File: src/rtl/instr_exec_unit_pkg.sv
// Shared types for the instruction register / execution stage.
package instr_register_pkg;

    localparam int PKG_ADDR_W = 5;
    localparam int PKG_OP_W   = 32;
    localparam int PKG_RES_W  = 64;

    typedef enum logic [3:0] {
        ZERO  = 4'd0,
        PASSA = 4'd1,
        PASSB = 4'd2,
        ADD   = 4'd3,
        SUB   = 4'd4,
        MULT  = 4'd5,
        DIV   = 4'd6,
        MOD   = 4'd7
    } opcode_t;

    typedef logic signed [PKG_OP_W-1:0]  operand_t;
    typedef logic signed [PKG_RES_W-1:0] result_t;
    typedef logic        [PKG_ADDR_W-1:0] address_t;

    typedef struct packed {
        opcode_t  opc;
        operand_t op_a;
        operand_t op_b;
    } instruction_t;

    typedef enum logic [2:0] {
        IDLE  = 3'd0,
        FETCH = 3'd1,
        EXEC  = 3'd2,
        OUT   = 3'd3,
        DONE  = 3'd4
    } exec_state_t;

endpackage

File: src/rtl/instr_exec_unit_if.sv
// Control, instruction-register and result port bundle of instr_exec_unit.
// master = controller / register file / writeback side, slave = exec unit.
interface instr_exec_unit_if
    import instr_register_pkg::*;
#(
    parameter int ADDR_W = PKG_ADDR_W
) ();

    logic              start;
    logic [ADDR_W-1:0] start_ptr;
    logic [ADDR_W:0]   num_instr;
    logic [ADDR_W-1:0] read_pointer;
    instruction_t      instruction_word;
    logic              busy;
    logic              out_valid;
    logic              out_ready;
    logic [ADDR_W-1:0] out_addr;
    opcode_t           out_opc;
    operand_t          out_op_a;
    operand_t          out_op_b;
    result_t           out_result;
    logic              out_err;
    logic              done;

    modport master (
        output start, start_ptr, num_instr, instruction_word, out_ready,
        input  read_pointer, busy, out_valid, out_addr, out_opc, out_op_a,
               out_op_b, out_result, out_err, done
    );

    modport slave (
        input  start, start_ptr, num_instr, instruction_word, out_ready,
        output read_pointer, busy, out_valid, out_addr, out_opc, out_op_a,
               out_op_b, out_result, out_err, done
    );

endinterface

File: src/rtl/instr_exec_unit_alu.sv
// Combinational opcode evaluator: f(opc, a, b) -> {result, err}.
// Macro INSTR_EXEC_DIV_EN: when defined, DIV/MOD are built; otherwise no
// divider exists and opcodes 6/7 report an error like illegal opcodes.
module instr_alu
    import instr_register_pkg::*;
#(
    parameter int OP_W  = PKG_OP_W,
    parameter int RES_W = PKG_RES_W
) (
    input  opcode_t                 opc_i,
    input  logic signed [OP_W-1:0]  a_i,
    input  logic signed [OP_W-1:0]  b_i,
    output logic signed [RES_W-1:0] result_o,
    output logic                    err_o
);

    logic signed [RES_W-1:0] a_ext;
    logic signed [RES_W-1:0] b_ext;

    // Work at full result width so ADD/SUB cannot overflow and MULT keeps
    // the whole signed product.
    assign a_ext = {{(RES_W-OP_W){a_i[OP_W-1]}}, a_i};
    assign b_ext = {{(RES_W-OP_W){b_i[OP_W-1]}}, b_i};

`ifdef INSTR_EXEC_DIV_EN
    logic                    b_zero;
    logic signed [RES_W-1:0] b_safe;

    // Keep the divider away from a zero divisor; the result is discarded then.
    assign b_zero = (b_i == '0);
    assign b_safe = b_zero ? {{(RES_W-1){1'b0}}, 1'b1} : b_ext;
`endif

    // Opcode decode; anything not handled below is an error with result 0.
    always_comb begin
        result_o = '0;
        err_o    = 1'b0;
        case (opc_i)
            ZERO:  result_o = '0;
            PASSA: result_o = a_ext;
            PASSB: result_o = b_ext;
            ADD:   result_o = a_ext + b_ext;
            SUB:   result_o = a_ext - b_ext;
            MULT:  result_o = a_ext * b_ext;
`ifdef INSTR_EXEC_DIV_EN
            // SV signed divide truncates toward zero; % follows the dividend.
            DIV: begin
                if (b_zero) err_o = 1'b1;
                else        result_o = a_ext / b_safe;
            end
            MOD: begin
                if (b_zero) err_o = 1'b1;
                else        result_o = a_ext % b_safe;
            end
`endif
            default: err_o = 1'b1;
        endcase
    end

endmodule

File: src/rtl/instr_exec_unit.sv
// Execution stage: walks a run of instruction-register locations, evaluates
// each word and offers it on a valid/ready port, one at a time.
// Optional divider selected by macro INSTR_EXEC_DIV_EN (inside instr_alu).
module instr_exec_unit
    import instr_register_pkg::*;
#(
    parameter int ADDR_W = PKG_ADDR_W,
    parameter int OP_W   = PKG_OP_W,
    parameter int RES_W  = PKG_RES_W
) (
    input logic              clk,
    input logic              reset_n,
    instr_exec_unit_if.slave bus
);

    localparam logic [ADDR_W:0]   MAX_N = {1'b1, {ADDR_W{1'b0}}};
    localparam logic [ADDR_W:0]   N_ONE = {{ADDR_W{1'b0}}, 1'b1};
    localparam logic [ADDR_W-1:0] A_ONE = {{(ADDR_W-1){1'b0}}, 1'b1};

    exec_state_t             state_q, state_d;
    logic [ADDR_W-1:0]       rp_q, rp_d;
    logic [ADDR_W-1:0]       idx_q, idx_d;
    logic [ADDR_W:0]         num_q, num_d;
    logic [ADDR_W-1:0]       addr_q, addr_d;
    instruction_t            iw_q, iw_d;
    result_t                 res_q, res_d;
    logic                    err_q, err_d;
    logic                    valid_q, valid_d;

    logic signed [RES_W-1:0] alu_res;
    logic                    alu_err;
    logic                    last;

    instr_alu #(
        .OP_W  (OP_W),
        .RES_W (RES_W)
    ) u_alu (
        .opc_i    (iw_q.opc),
        .a_i      (iw_q.op_a),
        .b_i      (iw_q.op_b),
        .result_o (alu_res),
        .err_o    (alu_err)
    );

    assign last = ({1'b0, idx_q} == (num_q - N_ONE));

    // FSM state register.
    always_ff @(posedge clk or negedge reset_n) begin
        if (!reset_n) state_q <= IDLE;
        else          state_q <= state_d;
    end

    // FSM next state; start is only looked at in IDLE.
    always_comb begin
        state_d = state_q;
        case (state_q)
            IDLE:  if (bus.start) state_d = (bus.num_instr == '0) ? DONE : FETCH;
            FETCH: state_d = EXEC;
            EXEC:  state_d = OUT;
            OUT:   if (bus.out_ready) state_d = last ? DONE : FETCH;
            DONE:  state_d = IDLE;
            default: state_d = IDLE;
        endcase
    end

    // FSM outputs: busy outside IDLE, done only for the single DONE cycle.
    always_comb begin
        bus.busy = (state_q != IDLE);
        bus.done = (state_q == DONE);
    end

    // Datapath next state; every register holds unless its state updates it,
    // which keeps the OUT presentation stable under backpressure.
    always_comb begin
        rp_d    = rp_q;
        idx_d   = idx_q;
        num_d   = num_q;
        addr_d  = addr_q;
        iw_d    = iw_q;
        res_d   = res_q;
        err_d   = err_q;
        valid_d = valid_q;
        case (state_q)
            IDLE: begin
                if (bus.start) begin
                    rp_d  = bus.start_ptr;
                    idx_d = '0;
                    num_d = (bus.num_instr > MAX_N) ? MAX_N : bus.num_instr;
                end
            end
            FETCH: begin
                iw_d   = bus.instruction_word;
                addr_d = rp_q;
            end
            EXEC: begin
                res_d   = alu_res;
                err_d   = alu_err;
                valid_d = 1'b1;
            end
            OUT: begin
                if (bus.out_ready) begin
                    valid_d = 1'b0;
                    if (!last) begin
                        idx_d = idx_q + A_ONE;
                        rp_d  = rp_q + A_ONE;   // wraps at the top of the file
                    end
                end
            end
            default: ;
        endcase
    end

    // Datapath registers; reset aborts any run back to all-zero outputs.
    always_ff @(posedge clk or negedge reset_n) begin
        if (!reset_n) begin
            rp_q    <= '0;
            idx_q   <= '0;
            num_q   <= '0;
            addr_q  <= '0;
            iw_q    <= '0;
            res_q   <= '0;
            err_q   <= 1'b0;
            valid_q <= 1'b0;
        end else begin
            rp_q    <= rp_d;
            idx_q   <= idx_d;
            num_q   <= num_d;
            addr_q  <= addr_d;
            iw_q    <= iw_d;
            res_q   <= res_d;
            err_q   <= err_d;
            valid_q <= valid_d;
        end
    end

    assign bus.read_pointer = rp_q;
    assign bus.out_valid    = valid_q;
    assign bus.out_addr     = addr_q;
    assign bus.out_opc      = iw_q.opc;
    assign bus.out_op_a     = iw_q.op_a;
    assign bus.out_op_b     = iw_q.op_b;
    assign bus.out_result   = res_q;
    assign bus.out_err      = err_q;

endmodule

File: src/flat_wrapper.sv
// flat-port wrapper written by rule: the top's interface ports become plain ports
module instr_exec_unit_flat import instr_register_pkg::*;
#(
    parameter int ADDR_W = PKG_ADDR_W,
    parameter int OP_W   = PKG_OP_W,
    parameter int RES_W  = PKG_RES_W
)
  (clk, reset_n, bus_start, bus_start_ptr, bus_num_instr, bus_instruction_word, bus_out_ready, bus_read_pointer, bus_busy, bus_out_valid, bus_out_addr, bus_out_opc, bus_out_op_a, bus_out_op_b, bus_out_result, bus_out_err, bus_done);
  instr_exec_unit_if #(.ADDR_W(ADDR_W)) bus_i ();
  input logic clk;
  input logic reset_n;
  input wire logic [$bits(bus_i.start)-1:0] bus_start;
  input wire logic [$bits(bus_i.start_ptr)-1:0] bus_start_ptr;
  input wire logic [$bits(bus_i.num_instr)-1:0] bus_num_instr;
  input wire logic [$bits(bus_i.instruction_word)-1:0] bus_instruction_word;
  input wire logic [$bits(bus_i.out_ready)-1:0] bus_out_ready;
  output wire logic [$bits(bus_i.read_pointer)-1:0] bus_read_pointer;
  output wire logic [$bits(bus_i.busy)-1:0] bus_busy;
  output wire logic [$bits(bus_i.out_valid)-1:0] bus_out_valid;
  output wire logic [$bits(bus_i.out_addr)-1:0] bus_out_addr;
  output wire logic [$bits(bus_i.out_opc)-1:0] bus_out_opc;
  output wire logic [$bits(bus_i.out_op_a)-1:0] bus_out_op_a;
  output wire logic [$bits(bus_i.out_op_b)-1:0] bus_out_op_b;
  output wire logic [$bits(bus_i.out_result)-1:0] bus_out_result;
  output wire logic [$bits(bus_i.out_err)-1:0] bus_out_err;
  output wire logic [$bits(bus_i.done)-1:0] bus_done;
  assign bus_i.start = bus_start;
  assign bus_i.start_ptr = bus_start_ptr;
  assign bus_i.num_instr = bus_num_instr;
  assign bus_i.instruction_word = bus_instruction_word;
  assign bus_i.out_ready = bus_out_ready;
  assign bus_read_pointer = bus_i.read_pointer;
  assign bus_busy = bus_i.busy;
  assign bus_out_valid = bus_i.out_valid;
  assign bus_out_addr = bus_i.out_addr;
  assign bus_out_opc = bus_i.out_opc;
  assign bus_out_op_a = bus_i.out_op_a;
  assign bus_out_op_b = bus_i.out_op_b;
  assign bus_out_result = bus_i.out_result;
  assign bus_out_err = bus_i.out_err;
  assign bus_done = bus_i.done;
  instr_exec_unit #(.ADDR_W(ADDR_W), .OP_W(OP_W), .RES_W(RES_W)) u_core (.clk(clk), .reset_n(reset_n), .bus(bus_i));
endmodule
File: config.mk
export PLATFORM = sky130hd
export DESIGN_NAME = instr_exec_unit_flat
export DESIGN_NICKNAME = d
export VERILOG_FILES = /design/src/rtl/instr_exec_unit_pkg.sv /design/src/rtl/instr_exec_unit_if.sv /design/src/rtl/instr_exec_unit_alu.sv /design/src/rtl/instr_exec_unit.sv /design/src/flat_wrapper.sv
export SDC_FILE = /design/constraint.sdc
export NUM_CORES = 2
export LEC_CHECK = 0
export BUFFER_PORTS_ARGS = -buffer_cell sky130_fd_sc_hd__buf_2
export CORE_MARGIN = 4
export CORE_UTILIZATION = 30
export DETAILED_ROUTE_END_ITERATION = 6
export PLACE_DENSITY = 0.56
export SYNTH_ARGS = -nofsm -noshare
export SYNTH_HDL_FRONTEND = slang
export SYNTH_SLANG_ARGS = --single-unit
File: constraint.sdc
create_clock -name clk -period 20 [get_ports clk]
set_input_delay 1 -clock clk [delete_from_list [all_inputs] [get_ports clk]]
set_output_delay 1 -clock clk [all_outputs]
set_load 0.005 [all_outputs]
* Word level (Yosys, flattened, before mapping)
Cells that the tools add are included.
** Word-level totals
- Output and inout bits :: 146
- Register bits :: 158
** Operators by class
- Mux-type cells :: 18
- Order comparisons :: 1
- Reductions and logical operators :: 11
- Add/sub/neg operators :: 5
- Eq/ne operators :: 13
- Multiply operators :: 1
** Operators with widths (number)
- $pmux 64 s5 :: 1
- $mul 32x32->64 :: 1
- $add 32x32->33 :: 1
- $sub 32x32->33 :: 1
- $mux 5 :: 6
- $pmux 5 s2 :: 2
- $mux 3 :: 4
- $pmux 3 s4 :: 1
- $add 5x1->5 const B :: 2
- $eq 4x2->1 const B :: 2
- $eq 4x3->1 const B :: 2
- $eq 3x2->1 const B :: 2
- $eq 5x6->1 :: 1
- $gt 6x6->1 const B :: 1
- $logic_not 6->1 :: 1
- $mux 6 :: 1
- $ne 2x2->1 const B :: 3
- $reduce_and 2->1 :: 3
- $reduce_or 6->1 :: 1
- $sub 6x1->6 const B :: 1
- $eq 4x1->1 const B :: 1
- $logic_not 4->1 :: 1
- $reduce_and 4->1 :: 1
- $reduce_bool 2->1 :: 2
- other kinds (6) :: 7

* Longest topological paths before layout
- Depth in word-level cells :: 5
- Mapped depth :: 30
- Gate-level depth less buffers :: 27

* Hierarchy
From an unflattened synthesis, not the netlist that was laid out.
** Unflattened totals
- Cells, all modules :: 4913
- Area total of the unflattened synthesis :: 46364.5 um^2
** Modules (own cells, without submodules)
- instr_alu :: seq. area each 0.0 um^2, area each 40068.4 um^2, instances 1, cells each 4481
- instr_exec_unit :: seq. area each 3953.8 um^2, area each 6296.0 um^2, instances 1, cells each 432

* Worst setup path before layout
OpenSTA, ideal clock, no wires.
- Path type :: register to register
- Start :: register u_core.iw_q (netlist bit u_core.bus.out_op_a[31])
- End :: register u_core.res_q[61], in the netlist u_core.bus.out_result[61]
- Arrival time :: 8.101 ns
- Path slack :: 11.768 ns
- Setup time :: 0.132 ns
- Period minus slack after synthesis :: 8.232 ns
- Cell stages (with the launch flop) :: 29
- Required time :: 19.868 ns
- Path through :: dfrtp_1 clkbuf_1 clkbuf_1 nand2_1 inv_1 fa_1 inv_1 fa_1 inv_1 fa_1 fa_1 inv_1 fa_1 inv_1 fa_1 inv_1 fa_1 inv_1 fa_1 ha_1 clkbuf_1 nand2_1 nor3_1 and2_1 and3_1 a31oi_4 o41ai_4 a21oi_1 or3b_1
** On the way
- Longest elaborated chain between the ends :: 2
- Elaborated cells between the ends (all ways) :: 4
- Those cells by class :: add/sub (2); mul (1); mux (1)
** Ends and longest elaborated chain
- from (decl) :: line instr_exec_unit.sv:25 : instruction_t iw_q, iw_d;
- from (signal assigned) :: line instr_exec_unit.sv:129 : iw_q <= iw_d;
- $mul 32x32->64, or another cell as far along :: line instr_exec_unit_alu.sv:44 : MULT: result_o = a_ext * b_ext;
- $pmux 64 s5 * :: line instr_exec_unit_alu.sv:38 : case (opc_i)
- to (signal assigned) :: line instr_exec_unit.sv:130 : res_q <= res_d;
- to (decl) :: line instr_exec_unit.sv:26 : result_t res_q, res_d;
Mark *: on every way between the ends. The rest lies on a longest branch, timed or not.
A chain may end at the register's enable or synchronous reset.

* Worst setup path after layout
- Start :: register u_core.iw_q (netlist bit u_core.bus.out_op_b[13])
- End :: register u_core.res_q[63], in the netlist u_core.bus.out_result[63]
Same word-level chain as after synthesis.

==> metrics.cfg <==
[clocking]
clkTransAtPathRegs_ns=0.07
cts_root_buffer=clkbuf_16
cts.repair.resized=0
cts_hold_buf=0
clock_sinks=158
clock_path_buffers=2
clock_latency_ns=0.54
cts_tree=built
htree_levels=4
numCtsBuffers=17
postCtsSetupBuffers=0

[placement]
place.gp.congestion=0.943
portBuffers=228
hpwl_microns=128000
post_dp_cell_area_sq_um=49800

[critical_path]
crit_type=flip-flop to flip-flop
cp-end-kind=flip-flop
reg2reg_depth=23
cp-start-kind=flip-flop
worstPathMaxFanout=24
required_ns=20.41
worstPathArrival_ns=10.03

[outcome]
status=finished, violations left
violations=DRC

[synth]
yosysSeqAreaShare_pct=8.50
async_reset_ff_share_pct=100
yosysWarnings=0
synth_cell_types=84
synth_edf_count=0
syn_area_per_cell_sq_um=9.22
ys_ff_latch=158
synthFlopType=dfrtp_1
synthCells=5044
synth_nets=6463
synth_area_sq_um=46500

[grt]
busiest_layer=met2
grt-ovfl-total=0
grt_pass1_wl_microns=256000
grt_max_degree=67
grt_util_all_layers_pct=20.9
met1_usage_pct=27.5
grt_use_met2_pct=34.3
antenna_found_initial=14
groute.layer.met3.usage_pct=4.13
grt_pass1_vias=40000

[timing]
setup_tns_ns=0
maxSlewViolCount=0
rsz0062_at_grt=false
max_freq_mhz=104
slew_headroom_pct=15.5
final-hold-violation-count=0
setup_violations=0
tightest_slew_ns=1.27
final.setup_skew_ns=0.0445
fin_crit_ns=9.62
min_period_over_period_pct=48.1

[drt]
wl_per_cell_microns=23.2
via_per_inst=5.11
drc_errors=34
drt_iter0_drc=3160
totalWireLength_microns=166000
antenna_left=0
dr.pass1.iters=7
via_count=36500

[run]
cap_violations=0

[cells_and_area]
register_area_sq_um=3950
design_area_sq_um=50400
drive_gt1_share_pct=8.28
fillCellCount=16100
layout.nets=6503
area_growth_pct=8.23
multi_input_comb_area_sq_um=37600

[floorplanning]
die-area_sq_um=161000
core-area_sq_um=154000
rows=144
start_util_pct=30.2
pin_count=229
fp.dieW_microns=402
die_h_microns=402

[worst_hold_path]
hold_depth=2
hold_path_class=flip-flop to flip-flop

## logic make-up (layout without fill, tap and decap cells)
group	after synthesis	count (layout)	share of synthesized area (%)
XOR/XNOR	85	85	1.60
AO/OA/AOI/OAI	640	640	9.45
other	0	5	0
multiplexers	46	46	1.10
buffers and inverters	1326	1378	10.8
adder cells (fa/ha/maj)	1336	1336	53.4
flip-flops	158	158	8.50
AND/OR/NAND/NOR	1453	1453	15.2
## cells in the final DEF, fill, tap and decap left out, types with 16 or more instances in the layout
master / n
fa_1: 1083
inv_1: 1030
nand2_1: 631
and2_1: 474
ha_1: 252
buf_2: 227
nor2_1: 168
dfrtp_1: 158
o21ai_0: 149
a21oi_1: 130
buf_4: 87
xnor2_1: 52
a21o_1: 47
o211ai_1: 43
mux2_2: 41
nor3_1: 33
nand3_1: 33
xor2_1: 33
nand2b_1: 25
a222oi_1: 23
nor2b_1: 21
a31oi_1: 21
o21a_1: 20
a221oi_1: 20
a22o_1: 18
clkbuf_16: 17
o21bai_1: 16
## layer usage
layer / vias to the layer above / part of all wire, % / wire [microns]
li1: 15500 / - / -
met1: 19300 / 41 / 67600
met2: 1493 / 47 / 78400
met3: 282 / 7.8 / 13000
met4: 4 / 4.1 / 6750
met5: - / 0.020 / 33
## Yosys cell counts, types with 43 or more instances
cell type  number  area, sq um
o21ai_0       149          746
inv_1        1030         3870
xnor2_1        52          455
a21o_1         47          353
o211ai_1       43          323
and2_1        473         2960
a21oi_1       130          651
dfrtp_1       158         3950
clkbuf_1      278         1040
nand2_1       631         2370
ha_1          252         3150
nor2_1        169          634
fa_1         1084        21700
## sequential cells by signal, indices dropped and copies added, names as in the netlist
| register | count |
|---|---|
| u_core.idx_q | 5 |
| u_core.bus.out_result | 64 |
| u_core.num_q | 6 |
| u_core.state_q | 3 |
| u_core.bus.out_addr | 5 |
| u_core.bus.out_op_a | 32 |
| u_core.bus.out_op_b | 32 |
| u_core.bus.out_err | 1 |
| u_core.bus.read_pointer | 5 |
| u_core.bus.out_opc | 4 |
| u_core.bus.out_valid | 1 |
## worst paths after layout
check,from,end,slack [ns]
min reg2reg,u_core.bus.out_valid$_DFFE_PN0P_,u_core.bus.out_valid$_DFFE_PN0P_,0.49
max,u_core.bus.out_op_b[13]$_DFFE_PN0P_,u_core.bus.out_result[63]$_DFFE_PN0P_,10.38
min,u_core.bus.out_valid$_DFFE_PN0P_,u_core.bus.out_valid$_DFFE_PN0P_,0.49
min in group asynchronous,reset_n,u_core.bus.out_op_a[23]$_DFFE_PN0P_,0.51
max reg2reg,u_core.bus.out_op_b[13]$_DFFE_PN0P_,u_core.bus.out_result[63]$_DFFE_PN0P_,10.38
max in group asynchronous,reset_n,u_core.bus.out_op_b[9]$_DFFE_PN0P_,18.21
## layout make-up
cell class                      count  share of cell area, %
Multi-Input combinational cell   3560                   74.7
Sequential cell                   158                   7.85
Inverter                         1032                   7.69
Tap cell                         2044                   5.08
Timing Repair Buffer              315                   3.58
Clock buffer                       20                  0.887
Clock inverter                     11                  0.214
Antenna cell                        5                 0.0248
## worst max-delay path, stage by stage (launching register included)
cell and delay, ns:
dfrtp_1 0.70, buf_4 0.45, ha_1 0.49, fa_1 0.49, inv_1 0.08, fa_1 0.44, fa_1 0.53, fa_1 0.52
inv_1 0.05, fa_1 0.59, fa_1 0.48, fa_1 0.55, fa_1 0.43, ha_1 0.40, a21oi_1 0.40, o21ai_0 0.25
a211oi_1 0.27, o2111ai_1 0.22, nor3_1 0.84, o21ai_0 0.45, a31oi_1 0.39, o21a_1 0.19, nor3_1 0.06, a211o_1 0.22
## through the flow
step                hold WS, ns  setup slack (ns)  std cells  utilization (%)
global route              0.510             10.07       7140             32.7
floorplan                 0.467             11.77       5044                -
detailed placement        0.472             10.48       7109             32.3
finish                    0.487             10.38       7145             32.7
global placement          0.459             10.39       7109             32.3
CTS                       0.490             10.43       7140             32.7
Power is left out: the tool's default activity adds up to more than one toggle a clock period on the data nets, which glitch-free logic cannot reach.
